--- src/rtl/guitar_pong_pkg.sv ---
// Shared constants and helpers for the guitar pong input path.
package guitar_pong_pkg;

    localparam int NUM_FRETS               = 3;
    localparam int NUM_CHANNELS            = 8;
    localparam int DEBOUNCE_CYCLES_DEFAULT = 500000;
    localparam int DEBOUNCE_CNT_W          = 20;
    localparam int DROP_W                  = 8;

    localparam int P1B1 = 0;
    localparam int P1B2 = 1;
    localparam int P1B3 = 2;
    localparam int P1LS = 3;
    localparam int P2B1 = 4;
    localparam int P2B2 = 5;
    localparam int P2B3 = 6;
    localparam int P2LS = 7;

    typedef logic [NUM_FRETS-1:0] frets_t;

    function automatic logic [DROP_W-1:0] sat_inc(input logic [DROP_W-1:0] value);
        if (value == {DROP_W{1'b1}}) begin
            sat_inc = value;
        end else begin
            sat_inc = value + 8'd1;
        end
    endfunction

endpackage

--- src/rtl/guitar_input_conditioner_debounce.sv ---
// One raw contact: two-flop synchronizer, inversion to active-high and optional debounce.
// Debounce counter present only when GUITAR_DEBOUNCE_EN is defined.
module debounce_channel
    import guitar_pong_pkg::*;
#(
    parameter int DEBOUNCE_CYCLES = DEBOUNCE_CYCLES_DEFAULT
) (
    input  logic clock,
    input  logic reset,
    input  logic raw,
    output logic stable
);

    logic sync1_r;
    logic sync2_r;
    logic sync_s;

    // Two-flop synchronizer; resets to the released (high) contact level.
    always_ff @(posedge clock) begin
        if (reset) begin
            sync1_r <= 1'b1;
            sync2_r <= 1'b1;
        end else begin
            sync1_r <= raw;
            sync2_r <= sync1_r;
        end
    end

    assign sync_s = ~sync2_r;

`ifdef GUITAR_DEBOUNCE_EN
    localparam logic [DEBOUNCE_CNT_W-1:0] LAST_COUNT = DEBOUNCE_CNT_W'(DEBOUNCE_CYCLES - 1);

    logic [DEBOUNCE_CNT_W-1:0] count_r;
    logic                      stable_r;

    // Accept a new level only after it has differed from stable for DEBOUNCE_CYCLES cycles.
    always_ff @(posedge clock) begin
        if (reset) begin
            stable_r <= 1'b0;
            count_r  <= {DEBOUNCE_CNT_W{1'b0}};
        end else if (sync_s == stable_r) begin
            count_r  <= {DEBOUNCE_CNT_W{1'b0}};
        end else if (count_r == LAST_COUNT) begin
            stable_r <= sync_s;
            count_r  <= {DEBOUNCE_CNT_W{1'b0}};
        end else begin
            count_r  <= count_r + 20'd1;
        end
    end

    assign stable = stable_r;
`else
    logic unused_cfg_s;

    assign unused_cfg_s = (DEBOUNCE_CYCLES == 0);
    assign stable       = sync_s;
`endif

endmodule

--- src/rtl/guitar_input_conditioner.sv ---
// Conditions two guitar controllers into fret levels and backpressured strum events.
// Define GUITAR_DEBOUNCE_EN to enable contact debounce in every channel.
module guitar_input_conditioner
    import guitar_pong_pkg::*;
#(
    parameter int DEBOUNCE_CYCLES = DEBOUNCE_CYCLES_DEFAULT
) (
    input  logic       clock,
    input  logic       reset,
    input  logic       p1b1,
    input  logic       p1b2,
    input  logic       p1b3,
    input  logic       p1ls,
    input  logic       p2b1,
    input  logic       p2b2,
    input  logic       p2b3,
    input  logic       p2ls,
    output logic [5:0] guitar_in,
    output logic       p1_hit_valid,
    output logic       p2_hit_valid,
    output logic [2:0] p1_hit_frets,
    output logic [2:0] p2_hit_frets,
    input  logic       p1_hit_ready,
    input  logic       p2_hit_ready,
    output logic [7:0] p1_drop_count,
    output logic [7:0] p2_drop_count
);

    logic [NUM_CHANNELS-1:0] raw_s;
    logic [NUM_CHANNELS-1:0] stable_s;
    logic [1:0]              ls_stable_s;
    logic [1:0]              ls_prev_r;
    logic [1:0]              strum_s;
    logic [1:0]              hit_ready_s;
    logic [1:0]              hit_valid_r;
    frets_t                  fret_stable_s [2];
    frets_t                  hit_frets_r   [2];
    logic [DROP_W-1:0]       drop_r        [2];

    assign raw_s = {p2ls, p2b3, p2b2, p2b1, p1ls, p1b3, p1b2, p1b1};

    for (genvar ch = 0; ch < NUM_CHANNELS; ch++) begin : g_chan
        debounce_channel #(
            .DEBOUNCE_CYCLES(DEBOUNCE_CYCLES)
        ) u_chan (
            .clock (clock),
            .reset (reset),
            .raw   (raw_s[ch]),
            .stable(stable_s[ch])
        );
    end

    assign guitar_in        = {stable_s[P2B3:P2B1], stable_s[P1B3:P1B1]};
    assign fret_stable_s[0] = stable_s[P1B3:P1B1];
    assign fret_stable_s[1] = stable_s[P2B3:P2B1];
    assign ls_stable_s      = {stable_s[P2LS], stable_s[P1LS]};
    assign hit_ready_s      = {p2_hit_ready, p1_hit_ready};

    // Previous ls level starts at 0 so no strum can fire on the first cycle after reset.
    assign strum_s = ls_stable_s & ~ls_prev_r;

    // Single-entry event slot per player; strums arriving while it is blocked are counted.
    always_ff @(posedge clock) begin
        if (reset) begin
            ls_prev_r   <= 2'b00;
            hit_valid_r <= 2'b00;
            for (int p = 0; p < 2; p++) begin
                hit_frets_r[p] <= {NUM_FRETS{1'b0}};
                drop_r[p]      <= {DROP_W{1'b0}};
            end
        end else begin
            ls_prev_r <= ls_stable_s;
            for (int p = 0; p < 2; p++) begin
                if (strum_s[p] && (!hit_valid_r[p] || hit_ready_s[p])) begin
                    hit_frets_r[p] <= fret_stable_s[p];
                    hit_valid_r[p] <= 1'b1;
                end else if (strum_s[p]) begin
                    drop_r[p]      <= sat_inc(drop_r[p]);
                end else if (hit_valid_r[p] && hit_ready_s[p]) begin
                    hit_valid_r[p] <= 1'b0;
                end else begin
                    hit_valid_r[p] <= hit_valid_r[p];
                end
            end
        end
    end

    assign p1_hit_valid  = hit_valid_r[0];
    assign p2_hit_valid  = hit_valid_r[1];
    assign p1_hit_frets  = hit_frets_r[0];
    assign p2_hit_frets  = hit_frets_r[1];
    assign p1_drop_count = drop_r[0];
    assign p2_drop_count = drop_r[1];

endmodule

--- config.mk ---
export PLATFORM = sky130hd
export DESIGN_NAME = guitar_input_conditioner
export DESIGN_NICKNAME = d
export VERILOG_FILES = /design/src/rtl/guitar_pong_pkg.sv /design/src/rtl/guitar_input_conditioner_debounce.sv /design/src/rtl/guitar_input_conditioner.sv
export SDC_FILE = /design/constraint.sdc
export NUM_CORES = 1
export LEC_CHECK = 0
export ABC_AREA = 0
export CAP_MARGIN = 25
export CORE_ASPECT_RATIO = 1.25
export CORE_UTILIZATION = 40
export CTS_CLUSTER_DIAMETER = 30
export DETAILED_ROUTE_END_ITERATION = 10
export DONT_BUFFER_PORTS = 1
export GPL_TIMING_DRIVEN = 0
export PLACE_DENSITY = 0.6
export SYNTH_ARGS = -nofsm -noshare
export SYNTH_HDL_FRONTEND = slang
export SYNTH_SLANG_ARGS = --single-unit
--- constraint.sdc ---
create_clock -name clock -period 1.5 [get_ports clock]
set_clock_uncertainty 0.15 [all_clocks]
set_input_delay 0.225 -clock clock [delete_from_list [all_inputs] [get_ports clock]]
set_output_delay 0.225 -clock clock [all_outputs]
set_load 0.01 [all_outputs]
# [Word-level counts from Yosys, hierarchy flattened]
# Memories as Yosys holds them, arrays and structs flattened.
# Cells that the tools add are included.
[word_totals] out_inout_bits=30 wordCells=87 n_memories=2 mem_bits_rw=22 inputBits=12 reg_bits=20
[memory_table] name="drop_r" words=2 width=8 read_ports=2 rd_clocked_by_memory_dff=0 wr=2 line="guitar_input_conditioner.sv:38" rtl="logic [DROP_W-1:0] drop_r [2];"
[memory_table] name="hit_frets_r" words=2 width=3 read_ports=2 rd_clocked_by_memory_dff=0 wr=2 line="guitar_input_conditioner.sv:37" rtl="frets_t hit_frets_r [2];"
[op_classes] eq_ne=4 add_sub_neg=2 n_mux=34 bitwise=14 reduce_logical=12
[op_table] op="two-way mux 8 bit" n=10
[op_table] op="two-way mux 1 bit" n=22
[op_table] op="adder 8 x 1 -> 8 bit (second input constant)" n=2
[op_table] op="equality test 8 bit (second input constant)" n=2
[op_table] op="NOT 1 bit" n=8
[op_table] op="two-way mux 3 bit" n=2
[op_table] op="logical AND 1 bit" n=4
[op_table] op="inequality test 2 x 1 -> 1 bit (second input constant)" n=2
[op_table] op="OR 1 bit" n=4
[op_table] op="AND reduction 2 bit" n=2
[op_table] op="nonzero test 2 bit" n=2
[op_table] op="bitwise AND 2 bit" n=1
[op_table] op="logical NOT 1 bit" n=2
[op_table] op="logical OR 1 bit" n=2
[op_table] op="NOT 2 bit" n=1

# [Logic depth before layout (Yosys ltp)]
# Gate-level depths: netlist (run 1).
[depth] word_depth=7 mapped_depth=4 ltp_nobuf=4

# [Modules after synthesis]
# A second synthesis (run 1) with hierarchy kept.
[hier_totals] hier_cells=147 area_unflattened_um2=1690.4
[by_module_without_submodules] module="guitar_input_conditioner" cells_per_inst=107 seq_area_each_um2=740.7 area_each_um2=1239.9 instances=1
[by_module_without_submodules] module="debounce_channel" cells_per_inst=5 seq_area_each_um2=40.0 area_each_um2=56.3 instances=8

# [Worst setup path before layout (run 1)]
# No wires, ideal clock.
[synth_path] path_type="register -> register" startpoint="memory drop_r[1][0], in the netlist drop_r[0][8]" endpoint="memory drop_r[1][2], in the netlist drop_r[0][10], enable pin" setup_ns=0.334 slack_ns=-0.095 t_arrival_ns=1.111 synth_period_minus_slack_ns=1.595 t_required_ns=1.016 stages_incl_launch_ff=5 path_cell_list="edfxtp_1 ha_1 nand3_1 o21ai_0 nand2b_1"
[synth_lines] item="start, declared" line="guitar_input_conditioner.sv:38"

==> results of run 1 <==
## power breakdown
group / total [mW] / switching [mW] / internal [mW]
Clock: 0.844 / 0.369 / 0.475
Sequential: 1.31 / 0.0552 / 1.26
Combinational: 0.128 / 0.0604 / 0.0675
Total: 2.28 / 0.484 / 1.80
## critical path, cell delays in order, from the launching register on
cell      delay [ns]
edfxtp_1        0.57
nand3_2         0.18
or3_1           0.35
a21oi_1         0.17
## worst min path at each step
| stage | start | endpoint | slack (ns) |
|---|---|---|---|
| floorplan | p1b1 | g_chan[0].u_chan.sync1_r$_SDFF_PP1_ | 0.18 |
| global placement | p1b1 | g_chan[0].u_chan.sync1_r$_SDFF_PP1_ | 0.18 |
| detailed placement | p1ls | g_chan[3].u_chan.sync1_r$_SDFF_PP1_ | 0.18 |
| CTS | p1_hit_ready | hit_valid_r[0]$_SDFFE_PP0P_ | 0.01 |
| global route | p1_hit_ready | hit_valid_r[0]$_SDFFE_PP0P_ | 0.05 |
| finish | p1_hit_ready | hit_valid_r[0]$_SDFFE_PP0P_ | 0.04 |
## routing by layer
layer	GRT usage	vias up
met5	0	-
met4	0.0758	0
met3	0.0560	6
met2	0.272	39
met1	0.173	545
li1	-	559
## cell type report
class                           instances  area [µm²]
Fill cell                             377        1920
Sequential cell                        42        1060
Multi-Input combinational cell         90         726
Timing Repair Buffer                   16         140
Clock buffer                            8         111
Tap cell                               56        70.1
Buffer                                 10        67.6
Inverter                               10        37.5
## cells in the mapped netlist, types with 6 or more instances
cell type	number
o21ai_0	8
edfxtp_1	22
buf_4	6
nor2_2	9
or2_2	16
nand3_1	8
inv_1	10
a21oi_1	8
or3_1	6
dfxtp_1	20
nor3_1	6
## state kept, by name (all words and copies together) (netlist names)
name / count
drop_r: 16
hit_frets_r: 6
ls_prev_r: 2
g_chan.u_chan.sync1_r: 8
hit_valid_r: 2
g_chan.u_chan.sync2_r: 8
## kinds of logic (layout without fill, tap and decap cells)
logic type               Yosys count  after routing  synth area share
buffers and inverters             20             44            0.0607
AND/OR/NAND/NOR                   62             62             0.215
flip-flops                        42             42             0.613
adder cells (fa/ha/maj)            2              2            0.0145
XOR/XNOR                           6              6            0.0304
AO/OA/AOI/OAI                     20             20            0.0658
## timing repair
item                                    in CTS  in global routing
pin swaps                                    9                 10
cloned                                       0                  0
hold buffers                                 8                  0
gates resized for setup                     15                 14
buffers inserted                             3                  5
hold endpoints to repair                     8                  0
endpoints found under the setup margin      35                 38
## per-stage QoR
stage	instance area, µm²	setup TNS (ns)	util	hold slack [ns]
3_5_place_dp	1840	-4.48	0.444	0.181
5_1_grt	2220	-2.22	0.536	0.0473
4_1_cts	2120	-0.920	0.514	0.0123
6_report	2220	-0.559	0.536	0.0424
2_1_floorplan	1770	-0.357	-	0.179
3_3_place_gp	1840	-2.38	0.444	0.180
==> flow_summary_export.csv, run 1 <==
group,metric,value,unit
critical_path,arrival,1.57,ns
critical_path,critical_path.endpoint,"drop_r[0][13]$_SDFFCE_PP0P_",
global_routing,grt_pass1_wl,5210,µm
clock_tree,cts_buffers,5,
critical_path,cp-startpoint,"drop_r[0][10]$_SDFFCE_PP0P_",
routing,via_count,1149,
synth,async_reset_ff_frac,0,
global_routing,grt_use_total,0.159,
placement,port_buffers,0,
cells_and_area,layout.nets,189,
critical_path,r2r_start,"drop_r[0][10]$_SDFFCE_PP0P_",
global_routing,grt_antenna_before_repair,0,
clock_tree,clk_pin_slew,0.08,ns
synth,synth_seq_cells,42,
floorplan,dieHeight,75.5,µm
outcome,violations,"negative setup slack",
sta,rsz0062_at_grt,"true",
sta,setup_ws,-0.0881,ns
routing,ant_nets,0,
clock_tree,cts_root_buffer,"clkbuf_8",
routing,top_layer,"met4",
critical_path,cp_data_required_time,1.49,ns
routing,routed_via_density,4.95,
pwr,finalPower,2.28,mW
synth,yosys_warnings,0,
floorplan,initial_core_util,0.419,
worst_hold_path,hp-class,"in -> reg",
routing,drt_first_pass_iters,4,
synth,netlist_instances,152,
critical_path,crit_path_start_kind,"flop",
critical_path,endpoint_kind,"flop",
synth,ys_top_cells_by_area,"edfxtp_1, dfxtp_1, or2_2",
synth,synth_flop_cell,"edfxtp_1",
placement,dp_cells,208,
cells_and_area,final_common_cell,"edfxtp_1",
placement,pre_cts_slack,-0.234,ns
cells_and_area,drive_above_1_share,0.432,
sta,hold_viol_final,0,
synth,ys_seq_area_frac,0.613,
routing,drt-total-wl,3310,µm
synth,synth_top_area_frac,0.382,
routing,wire_per_inst,14.3,µm
global_routing,grt_pass1_vias,1151,
clock_tree,cts_tree,"built",
synth,synth_edf_count,22,
flow_run,cap_violations,0,
synth,synth_top_area_cell,"edfxtp_1",
sta,max_freq,0.630,GHz
synth,syn-num-nets,166,
synth,syn_avg_cell_area,11.4,µm²
placement,hpwl,2250,µm
critical_path,crit_type,"reg -> reg",
pwr,peakVddDrop,0.000630,V
sta,relSlewSlack,0.725,
critical_path,worstPathMaxFanout,6,
cells_and_area,fin_cells,232,
pwr,powerDensity,1030,nW/µm²
synth,yosysUniqueCellTypes,26,
critical_path,r2r_end,"drop_r[0][13]$_SDFFCE_PP0P_",
clock_tree,clk_latency,0.29,ns
cells_and_area,final_cell_mix,"edfxtp_1, dfxtp_1, or2_2, buf_4, inv_1",
routing,remaining_drc_errors,0,
clock_tree,clock_path_buffers,2,
critical_path,worstRegToRegCells,3,
sta,setup_viol,13,
routing,drt_iter0_drc,43,
routing,m1WireLength,1240,µm
floorplan,ios,42,
cells_and_area,area_growth,28.1,%
placement,gp_congestion,0.754,
critical_path,ff2ff_setup_slack,-0.09,ns
sta,slew_viol_final,0,
floorplan,die-area,4590,µm²
synth,synth_area,1730,µm²
global_routing,grt_max_degree,14,
worst_hold_path,hold_path_depth,2,
clock_tree,h-tree-depth,2,
routing,wl_met2,1770,µm
global_routing,overflow,0,
sta,tightest_slew,0.413,ns
sta,fin_crit_sh,1.06,
routing,met3WireLength,242,µm
clock_tree,clock_sinks,42,
floorplan,core,4130,µm²
floorplan,die_w,60.8,µm
pwr,leakagePower,0.804,nW
sta,finalCriticalPeriod,1.59,ns
floorplan,rows,26,
cells_and_area,diodes,0,
outcome,status,"complete, but fails checks",
Note: power is estimated with default switching activity, not from simulation.
==> run 2, diff against run 1 <==
--- a/config.mk
+++ b/config.mk
@@ -8,12 +8,13 @@
 export ABC_AREA = 0
 export CAP_MARGIN = 25
 export CORE_ASPECT_RATIO = 1.25
+export CORE_MARGIN = 2
 export CORE_UTILIZATION = 40
 export CTS_CLUSTER_DIAMETER = 30
 export DETAILED_ROUTE_END_ITERATION = 10
 export DONT_BUFFER_PORTS = 1
 export GPL_TIMING_DRIVEN = 0
-export PLACE_DENSITY = 0.6
+export PLACE_DENSITY = 0.67
 export SYNTH_ARGS = -nofsm -noshare
 export SYNTH_HDL_FRONTEND = slang
 export SYNTH_SLANG_ARGS = --single-unit
==> run 2 against run 1 <==
The run still ends with negative setup slack left. Flip-flop and latch count unchanged. Power fell by 4.0%. First-iteration DRC count is 37% lower. Final area is 1.0% lower. Routed wire length rose by 0.48%. Setup slack lost 0.011 ns. Critical path type unchanged. Largest power group unchanged. Highest routed layer unchanged.
==> flow_summary_export.csv, run 2 (synthesis results as in run 1) <==
group,metric,value,unit
sta,tightest_slew,0.413,ns
floorplan,rows,26,
pwr,peakVddDrop,0.000608,V
critical_path,worstPathMaxFanout,6,
sta,relSlewSlack,0.725,
worst_hold_path,worstHoldStart,"p2_hit_ready",
clock_tree,clk_pin_slew,0.08,ns
cells_and_area,area_growth,26.8,%
critical_path,arrival,1.60,ns
critical_path,crit_type,"reg -> reg",
floorplan,initial_core_util,0.419,
critical_path,cp_data_required_time,1.50,ns
routing,ant_nets,0,
floorplan,core,4130,µm²
cells_and_area,final_common_cell,"edfxtp_1",
sta,setup_viol,23,
cells_and_area,largest_reg_flops,16,
clock_tree,cts_tree,"built",
critical_path,crit_path_start_kind,"flop",
routing,drt_first_pass_iters,4,
cells_and_area,regMostFlops,"drop_r",
floorplan,die-area,4870,µm²
worst_hold_path,whs_endpoint,"hit_valid_r[1]$_SDFFE_PP0P_",
clock_tree,h-tree-depth,2,
worst_hold_path,hold_path_depth,2,
global_routing,grt_antenna_before_repair,0,
floorplan,ios,42,
sta,finalCriticalPeriod,1.60,ns
clock_tree,cts_buffers,5,
floorplan,die_w,62.8,µm
clock_tree,clock_sinks,42,
critical_path,r2r_start,"drop_r[0][3]$_SDFFCE_PP0P_",
sta,fin_crit_sh,1.07,
flow_run,cap_violations,0,
clock_tree,cts_root_buffer,"clkbuf_8",
sta,setup_ws,-0.0991,ns
placement,port_buffers,0,
floorplan,dieHeight,77.5,µm
routing,drt-total-wl,3330,µm
sta,timing.hold.ws,0.0435,ns
sta,slew_viol_final,0,
pwr,finalPower,2.19,mW
critical_path,r2r_end,"drop_r[0][7]$_SDFFCE_PP0P_",
global_routing,overflow,0,
cells_and_area,layout.nets,188,
pwr,leakagePower,0.792,nW
sta,max_freq,0.625,GHz
cells_and_area,fin_cells,231,
placement,pre_cts_slack,-0.166,ns
critical_path,ff2ff_setup_slack,-0.1,ns
global_routing,grt_max_degree,17,
routing,wire_per_inst,14.4,µm
sta,setup_tns,-1.38,ns
cells_and_area,drive_above_1_share,0.429,
cells_and_area,diodes,0,
cells_and_area,final_cell_mix,"edfxtp_1, dfxtp_1, or2_2, buf_4, inv_1",
global_routing,grt_pass1_wl,5420,µm
routing,remaining_drc_errors,0,
critical_path,endpoint_kind,"flop",
global_routing,grt_use_total,0.145,
global_routing,grt_pass1_vias,1215,
worst_hold_path,hp-class,"in -> reg",
outcome,violations,"negative setup slack",
routing,drt_iter0_drc,27,
pwr,powerDensity,999,nW/µm²
cells_and_area,reg_top3,"drop_r: 16 flops, g_chan.u_chan.sync1_r: 8 flops, g_chan.u_chan.sync2_r: 8 flops",
clock_tree,clock_path_buffers,2,
clock_tree,clk_latency,0.29,ns
outcome,status,"complete, but fails checks",
sta,hold_viol_final,0,
placement,dp_cells,208,
routing,via_count,1151,
critical_path,worstRegToRegCells,3,
placement,hpwl,2350,µm
placement,gp_congestion,0.786,
routing,routed_via_density,4.98,
sta,rsz0062_at_grt,"true",
==> run 2: cell count changes in the layout (fill, tap and decap cells not counted), sizes merged <==
cell / delta
inv: +3
clkbuf: -3
buf: -1
==> run 2: cell type report <==
| cell class | instances | area (µm²) |
|---|---|---|
| Fill cell | 377 | 1940 |
| Timing Repair Buffer | 15 | 140 |
| Multi-Input combinational cell | 90 | 719 |
| Tap cell | 56 | 70.1 |
| Inverter | 10 | 37.5 |
| Clock buffer | 5 | 68.8 |
| Buffer | 10 | 67.6 |
| Sequential cell | 42 | 1060 |
| Clock inverter | 3 | 26.3 |
==> run 2: worst max-delay path by stage <==
stage | from | depth (start not counted) | to
floorplan | drop_r[0][8]$_SDFFCE_PP0P_ | 4 | drop_r[0][10]$_SDFFCE_PP0P_
global placement | drop_r[0][0]$_SDFFCE_PP0P_ | 4 | drop_r[0][4]$_SDFFCE_PP0P_
detailed placement | drop_r[0][0]$_SDFFCE_PP0P_ | 4 | drop_r[0][4]$_SDFFCE_PP0P_
CTS | drop_r[0][0]$_SDFFCE_PP0P_ | 4 | drop_r[0][6]$_SDFFCE_PP0P_
global route | drop_r[0][11]$_SDFFCE_PP0P_ | 3 | drop_r[0][15]$_SDFFCE_PP0P_
finish | drop_r[0][3]$_SDFFCE_PP0P_ | 3 | drop_r[0][7]$_SDFFCE_PP0P_
==> run 2: metal layers <==
layer,GRT usage,part of all wire,up-vias
li1,-,-,554
met1,0.129,0.35,561
met2,0.288,0.58,30
met3,0.0507,0.057,6
met4,0.0600,0.017,0
met5,0,0,-
==> run 2: through the flow <==
stage / area [µm²] / utilization
after floorplan: 1770 / -
after global placement: 1840 / 0.444
after detailed placement: 1840 / 0.444
after CTS: 2090 / 0.505
after global routing: 2190 / 0.531
final: 2190 / 0.531
==> run 2: power breakdown <==
| group | switching (mW) | internal, mW |
|---|---|---|
| logic | 0.0610 | 0.0680 |
| registers | 0.0568 | 1.26 |
| clock network | 0.405 | 0.345 |
==> run 2: timing repair <==
item | 4_1_cts | 5_1_grt
endpoints found under the setup margin | 32 | 38
setup buffers | 4 | 3
endpoints found under the hold margin | 8 | 0
resized for setup | 11 | 16
hold buffers | 8 | 0
pin swaps | 6 | 5
==> run 2: critical path, cell delays in order, from the launching register on <==
cell and delay [ns]:
edfxtp_1 0.55, nand4_1 0.24, or3_1 0.40, a21oi_2 0.12
==> run 3, diff against run 2 <==
--- a/config.mk
+++ b/config.mk
@@ -6,7 +6,7 @@
 export NUM_CORES = 1
 export LEC_CHECK = 0
 export ABC_AREA = 0
-export CAP_MARGIN = 25
+export CAP_MARGIN = 0
 export CORE_ASPECT_RATIO = 1.25
 export CORE_MARGIN = 2
 export CORE_UTILIZATION = 40
==> results of run 3 <==
Same layout as run 2: the final DEF is identical, and so are final timing and power.
